===== src/rtl/pc_fetch_stage.sv =====
// rtl/pc_fetch_stage.sv - PC register and single-outstanding instruction fetch handshake (optional PC_MISALIGN_TRAP_EN)
module pc_fetch_stage #(
    parameter int            n        = 32,
    parameter logic [n-1:0]  RESET_PC = '0
) (
    input  logic          clockInput,
    input  logic          resetNInput,
    input  logic [n-1:0]  nextPcInput,
    input  logic          redirectInput,
    output logic          imemReqOutput,
    output logic [n-1:0]  imemAddrOutput,
    input  logic          imemAckInput,
    input  logic [31:0]   imemDataInput,
    output logic          instrValidOutput,
    input  logic          instrReadyInput,
    output logic [31:0]   instrOutput,
    output logic [n-1:0]  pcOutput,
`ifdef PC_MISALIGN_TRAP_EN
    output logic          misalignOutput,
`endif
    output logic [n-1:0]  pcPlus4Output
);

    typedef enum logic [1:0] {
        IDLE  = 2'd0,
        FETCH = 2'd1,
        HOLD  = 2'd2
    } state_t;

    state_t         state_q, state_d;
    logic [n-1:0]   pc_q, pc_d;
    logic [31:0]    instr_q, instr_d;
    logic [n-1:0]   pcout_q, pcout_d;
    logic           pend_q, pend_d;
    logic [n-1:0]   pend_pc_q, pend_pc_d;
    logic           load_en;
    logic [n-1:0]   load_val;
    logic           valid;
`ifdef PC_MISALIGN_TRAP_EN
    logic           mis_q, mis_d;
`endif

    // A trapped misaligned PC parks in HOLD without presenting anything to decode
`ifdef PC_MISALIGN_TRAP_EN
    assign valid          = (state_q == HOLD) && !mis_q;
    assign misalignOutput = mis_q;
`else
    assign valid          = (state_q == HOLD);
`endif

    assign imemReqOutput    = (state_q == FETCH);
    assign imemAddrOutput   = pc_q;
    assign instrValidOutput = valid;
    assign instrOutput      = instr_q;
    assign pcOutput         = pcout_q;
    assign pcPlus4Output    = pc_q + {{(n-3){1'b0}}, 3'd4};

    // Next-state logic: request sequencing, deferred redirects and PC loads
    always_comb begin
        state_d   = state_q;
        pc_d      = pc_q;
        instr_d   = instr_q;
        pcout_d   = pcout_q;
        pend_d    = pend_q;
        pend_pc_d = pend_pc_q;
        load_en   = 1'b0;
        load_val  = nextPcInput;
`ifdef PC_MISALIGN_TRAP_EN
        mis_d     = mis_q;
`endif
        case (state_q)
            IDLE: state_d = FETCH;
            FETCH: begin
                if (imemAckInput) begin
                    if (pend_q || redirectInput) begin
                        // Returned word belongs to a squashed path; a same-cycle redirect is the newest target
                        load_en  = 1'b1;
                        load_val = redirectInput ? nextPcInput : pend_pc_q;
                        pend_d   = 1'b0;
                    end else begin
                        instr_d = imemDataInput;
                        pcout_d = pc_q;
                        state_d = HOLD;
                    end
                end else if (redirectInput) begin
                    // Address must stay stable while outstanding, so only remember the latest target
                    pend_d    = 1'b1;
                    pend_pc_d = nextPcInput;
                end
            end
            HOLD: begin
                if (redirectInput || (valid && instrReadyInput)) begin
                    load_en = 1'b1;
                end
            end
            default: state_d = IDLE;
        endcase

        if (load_en) begin
`ifdef PC_MISALIGN_TRAP_EN
            pc_d = load_val;
            if (load_val[1:0] != 2'b00) begin
                state_d = HOLD;
                mis_d   = 1'b1;
            end else begin
                state_d = FETCH;
                mis_d   = 1'b0;
            end
`else
            pc_d    = {load_val[n-1:2], 2'b00};
            state_d = FETCH;
`endif
        end
    end

    // State and datapath registers
    always_ff @(posedge clockInput or negedge resetNInput) begin
        if (!resetNInput) begin
            state_q   <= IDLE;
            pc_q      <= RESET_PC;
            instr_q   <= '0;
            pcout_q   <= RESET_PC;
            pend_q    <= 1'b0;
            pend_pc_q <= '0;
`ifdef PC_MISALIGN_TRAP_EN
            mis_q     <= 1'b0;
`endif
        end else begin
            state_q   <= state_d;
            pc_q      <= pc_d;
            instr_q   <= instr_d;
            pcout_q   <= pcout_d;
            pend_q    <= pend_d;
            pend_pc_q <= pend_pc_d;
`ifdef PC_MISALIGN_TRAP_EN
            mis_q     <= mis_d;
`endif
        end
    end

endmodule


===== config.mk =====
export PLATFORM = sky130hd
export DESIGN_NAME = pc_fetch_stage
export DESIGN_NICKNAME = d
export VERILOG_FILES = /design/src/rtl/pc_fetch_stage.sv
export SDC_FILE = /design/constraint.sdc
export NUM_CORES = 1
export LEC_CHECK = 0
export CORE_MARGIN = 1.5
export CORE_UTILIZATION = 49
export DETAILED_ROUTE_END_ITERATION = 6
export GPL_TIMING_DRIVEN = 0
export PLACE_DENSITY = 0.88
export SLEW_MARGIN = 25
export SYNTH_ARGS = -nofsm -noshare
export SYNTH_HDL_FRONTEND = slang
export SYNTH_SLANG_ARGS = --single-unit

===== constraint.sdc =====
create_clock -name clockInput -period 4.6 [get_ports clockInput]
set_input_delay 0.92 -clock clockInput [delete_from_list [all_inputs] [get_ports clockInput]]
set_output_delay 0.92 -clock clockInput [all_outputs]
set_load 0.05 [all_outputs]

Yosys cells after proc, flatten, opt, wreduce, memory -nomap -nowiden
Index checks and enable logic that the tools add are counted.
{"block": "op_classes", "add_sub_neg": 1, "n_eq_ne": 6, "muxes": 15, "n_bitwise": 2, "n_reduce_logical": 9}
{"op": "$mux 32", "n": 4}
{"op": "$add 32x3->32 const B", "n": 1}
{"op": "$reduce_and 3->1", "n": 3}
{"op": "$mux 1", "n": 6}
{"op": "$mux 2", "n": 3}
{"op": "$pmux 2 s3", "n": 1}
{"op": "$ne 3x1->1 const B", "n": 1}
{"op": "$ne 3x3->1 const B", "n": 1}
{"op": "$eq 2x1->1 const B", "n": 1}
{"op": "$eq 2x2->1 const B", "n": 1}
{"op": "$logic_not 2->1", "n": 1}
{"op": "$logic_or 1x1->1", "n": 2}
{"op": "$ne 2x1->1 const B", "n": 1}
{"op": "$ne 2x2->1 const B", "n": 1}
{"op": "$not 1->1", "n": 2}
{"op": "$pmux 1 s2", "n": 1}
{"op": "$reduce_and 2->1", "n": 1}
{"op": "$reduce_bool 2->1", "n": 1}
{"op": "$logic_and 1x1->1", "n": 1}
{"block": "totals", "regBits": 127, "inputBits": 69, "output_inout_bits": 130, "elab_cells": 39}

Depth between registers and ports, before layout
{"block": "logic_depth", "depth_word": 7, "depth_mapped": 8, "ltp_nobuf": 6}

Worst setup path before layout
OpenSTA, ideal clock, no wires.
{"block": "synth_timing", "kind": "reg-to-output", "start": "reg pc_q[3] (netlist: imemAddrOutput[3])", "end": "out pcPlus4Output[26]", "arrival_ns": 2.624, "required_ns": 3.680, "setup_slack_ns": 1.056, "stages_incl_launch_ff": 6, "path_buffers": 0, "cell_sequence": "dfrtp_1 -> ha_1 -> and4_1 -> nor3b_2 -> nand4_1 -> xnor2_1"}
{"block": "synth_between", "elab_chain_cells": 1}
{"item": "from (decl)", "line": "31", "text": "logic [n-1:0] pc_q, pc_d;"}
{"item": "from (signal assigned)", "line": "130", "text": "pc_q <= pc_d;"}
{"item": "$add 32x3->32", "line": "56", "text": "assign pcPlus4Output = pc_q + {{(n-3){1'b0}}, 3'd4};"}
{"item": "to (decl)", "line": "21", "text": "output logic [n-1:0] pcPlus4Output"}
Every way passes these cells.

Final worst setup path
{"block": "layout_timing", "start": "reg pc_q[3] (netlist: imemAddrOutput[3])", "end": "out pcPlus4Output[30]"}
Same word-level chain as after synthesis.

==> impl_metrics.csv <==
group,metric,value,unit
die,start_util,50.0,%
layout,final_common_cell,"clkdlybuf4s50_1",
grt,grt_usage,25.2,%
worst_setup_path,critPathArrivalTime,3.46,ns
worst_setup_path,cpMaxStageDelayCell,"clkdlybuf4s50_1",
timing,hold_viol,0,
layout,nets,728,
layout,design_area,8390,µm²
layout,antenna_cells,0,
worst_setup_path,ff2ff_path_depth,7,
worst_setup_path,crit_fanout,9,
timing,rsz0062_at_grt,"false",
worst_setup_path,crit_buf_inv,1,
layout,nFillCells,780,
die,core_area,11400,µm²
yosys,syn-cell-area,5680,µm²
status,status,"complete, no violations",
timing,slew-limit-headroom,43.2,%
clocking,hold_buffers,0,
placed_design,pre_cts_ws,0.728,ns
timing,skew,0.00579,ns
grt,grt_pass1_wl,24600,µm
placed_design,placed_area,7810,µm²
grt,grt.overflow.total,0,
placed_design,gp_congestion,0.839,
timing,max_freq,228,MHz
flow_run,maxCapViolCount,0,
placed_design,portBuffers,190,
worst_setup_path,r2r-start,"state_q[1]$_DFFE_PN0P_",
drt,drt_drc_violations_left,0,
die,rows,39,
layout,most-common-layout-cells,"189 x clkdlybuf4s50_1, 125 x dfrtp_1, 92 x mux2_2, 33 x a21oi_1, 31 x mux2i_1",
yosys,synthTopCellsByArea,"dfrtp_1 55%, mux2_2 18%, mux2i_1 5.5%",
clocking,clk_pin_slew_worst_paths,0.06,ns
timing,finalSetupViolations,0,
timing,hold_slack,0.413,ns
timing,period_share,95.3,%
yosys,netlist_instances,440,
yosys,avgSynthCellArea,12.9,µm²
clocking,ctsRootBufferMaster,"clkbuf_16",
yosys,yosysTopAreaCell,"dfrtp_1",
yosys,yosysUniqueCellTypes,32,
clocking,max-clock-path-buffers,2,
grt,grt_pass1_vias,4706,
drt,routedWlPerCell,18.2,µm
timing,tightestPinTransition,0.849,ns
worst_setup_path,cpLargestDelayFamily,"simple AND/OR/NAND/NOR gates",
drt,first_pass_iters,4,
timing,finalCriticalPeriod,4.38,ns
die,ios,199,
drt,first_iter_violations,191,
grt,grt_max_degree,78,
clocking,cts_tree,"built",
timing,slew_viol_final,0,
worst_setup_path,worstSetupStartpoint,"imemAddrOutput[3]$_DFFE_PN0P_",
layout,utilization,73.8,%
worst_setup_path,r2r_setup_slack,2.33,ns
clocking,clk_latency,0.40,ns
clocking,cts_htree_levels,4,
placed_design,dpl.hpwl,10700,µm
yosys,yosysTopAreaCellShare,55.1,%
clocking,numCtsBuffers,17,
worst_setup_path,endpoint_kind,"output port",
worst_setup_path,cpPeakStageDelay,0.84,ns
drt,routed_wl,14700,µm
clocking,cts_resized,0,
timing,setup_ws,0.215,ns
layout,syn_to_final_growth,47.7,%
die,fp.dieH,111,µm
yosys,ys_ff_latch,125,
min_path,min-delay-path-class,"primary input to async pin",
worst_setup_path,cp-start-kind,"flop",
worst_setup_path,crit_type,"flop to output port",
yosys,yosys_warnings,0,
worst_setup_path,required,3.68,ns
drt,vias_per_cell,5.47,
worst_setup_path,r2r-end,"pcOutput[14]$_DFFE_PN0P_",
die,dieArea,12300,µm²
yosys,yosysSeqAreaShare,55.1,%
drt,vias,4435,
layout,drive_gt1_share,22.5,%
clocking,cts.sinks,125,
clocking,post_cts_buffers,0,
grt,antenna_found_initial,0,
drt,ant_nets,0,
worst_setup_path,path_cells,"ha_1, and4_1, nor3b_2, nand4b_1, xnor2_1, clkdlybuf4s50_1",
die,die_x,111,µm
-- sequential cells by signal (all words and copies together) (netlist names) --
register,cells
pcOutput,30
state_q,2
pend_q,1
imemAddrOutput,30
instrOutput,32
pend_pc_q,30
-- layout make-up --
| class | instances | area [µm²] | area share (%) |
|---|---|---|---|
| Sequential cell | 125 | 3130 | 37.3 |
| Buffer | 36 | 176 | 2.10 |
| Clock buffer | 20 | 457 | 5.44 |
| Timing Repair Buffer | 191 | 1930 | 23.1 |
| Inverter | 6 | 22.5 | 0.268 |
| Multi-Input combinational cell | 278 | 2370 | 28.3 |
| Tap cell | 143 | 179 | 2.13 |
| Clock inverter | 12 | 120 | 1.43 |
-- how the worst max path moves through the flow --
stage	endpoint	slack (ns)	cells past startpoint
after global routing	pcPlus4Output[26]	0.06	6
after CTS	pcPlus4Output[30]	0.20	6
after global placement	pcOutput[28]$_DFFE_PN0P_	-1.99	1
after floorplan	pcPlus4Output[26]	1.06	5
after detailed placement	pcPlus4Output[24]	0.73	6
final	pcPlus4Output[30]	0.22	6
-- cells in the mapped netlist --
library cell and n:
a21oi_1 33, a31oi_1 29, a32oi_1 1, and2_1 1, and3_1 6, and4_1 4, buf_2 14, buf_4 6
clkbuf_1 15, clkbuf_2 1, conb_1 1, dfrtp_1 125, ha_1 4, inv_1 6, mux2_2 92, mux2i_1 31
nand2_1 11, nand3_1 10, nand3b_1 1, nand4_1 9, nand4_4 1, nand4b_1 2, nor2_1 2, nor3b_2 1
nor4b_4 1, nor4bb_1 1, o211ai_1 1, o21ai_1 1, o22ai_1 1, or3b_2 1, xnor2_1 24, xor2_1 4
-- kinds of logic (layout without fill, tap and decap cells) --
logic type                 count (synthesis)  after routing  share of synthesized area (%)
adders and majority gates                  4              4                          0.881
DFF                                      125            125                           55.1
and+or+nand+nor                           51             51                           5.90
AOI/OAI and AO/OA                         66             66                           6.58
muxes                                    123            123                           23.7
other                                      1              6                         0.0660
xor gates and xnor gates                  28             28                           4.32
buffers and inverters                     42            265                           3.50
-- metrics by stage --
stage                     cells  TNS, ns
after floorplan             445        0
after global placement      778  -248.23
after detailed placement    779        0
after CTS                   811        0
after global routing        811        0
final                       811        0
-- layer usage --
layer | share of wire (%) | global-route usage, % | vias up
li1 | - | - | 2021
met1 | 40 | 30.3 | 2230
met2 | 52 | 43.7 | 164
met3 | 6.4 | 7.93 | 20
met4 | 1.4 | 7.52 | 0
met5 | 0 | 0 | -
Power is not shown: default switching activity piles up to over one toggle a cycle in this logic, so the estimate is an artifact.
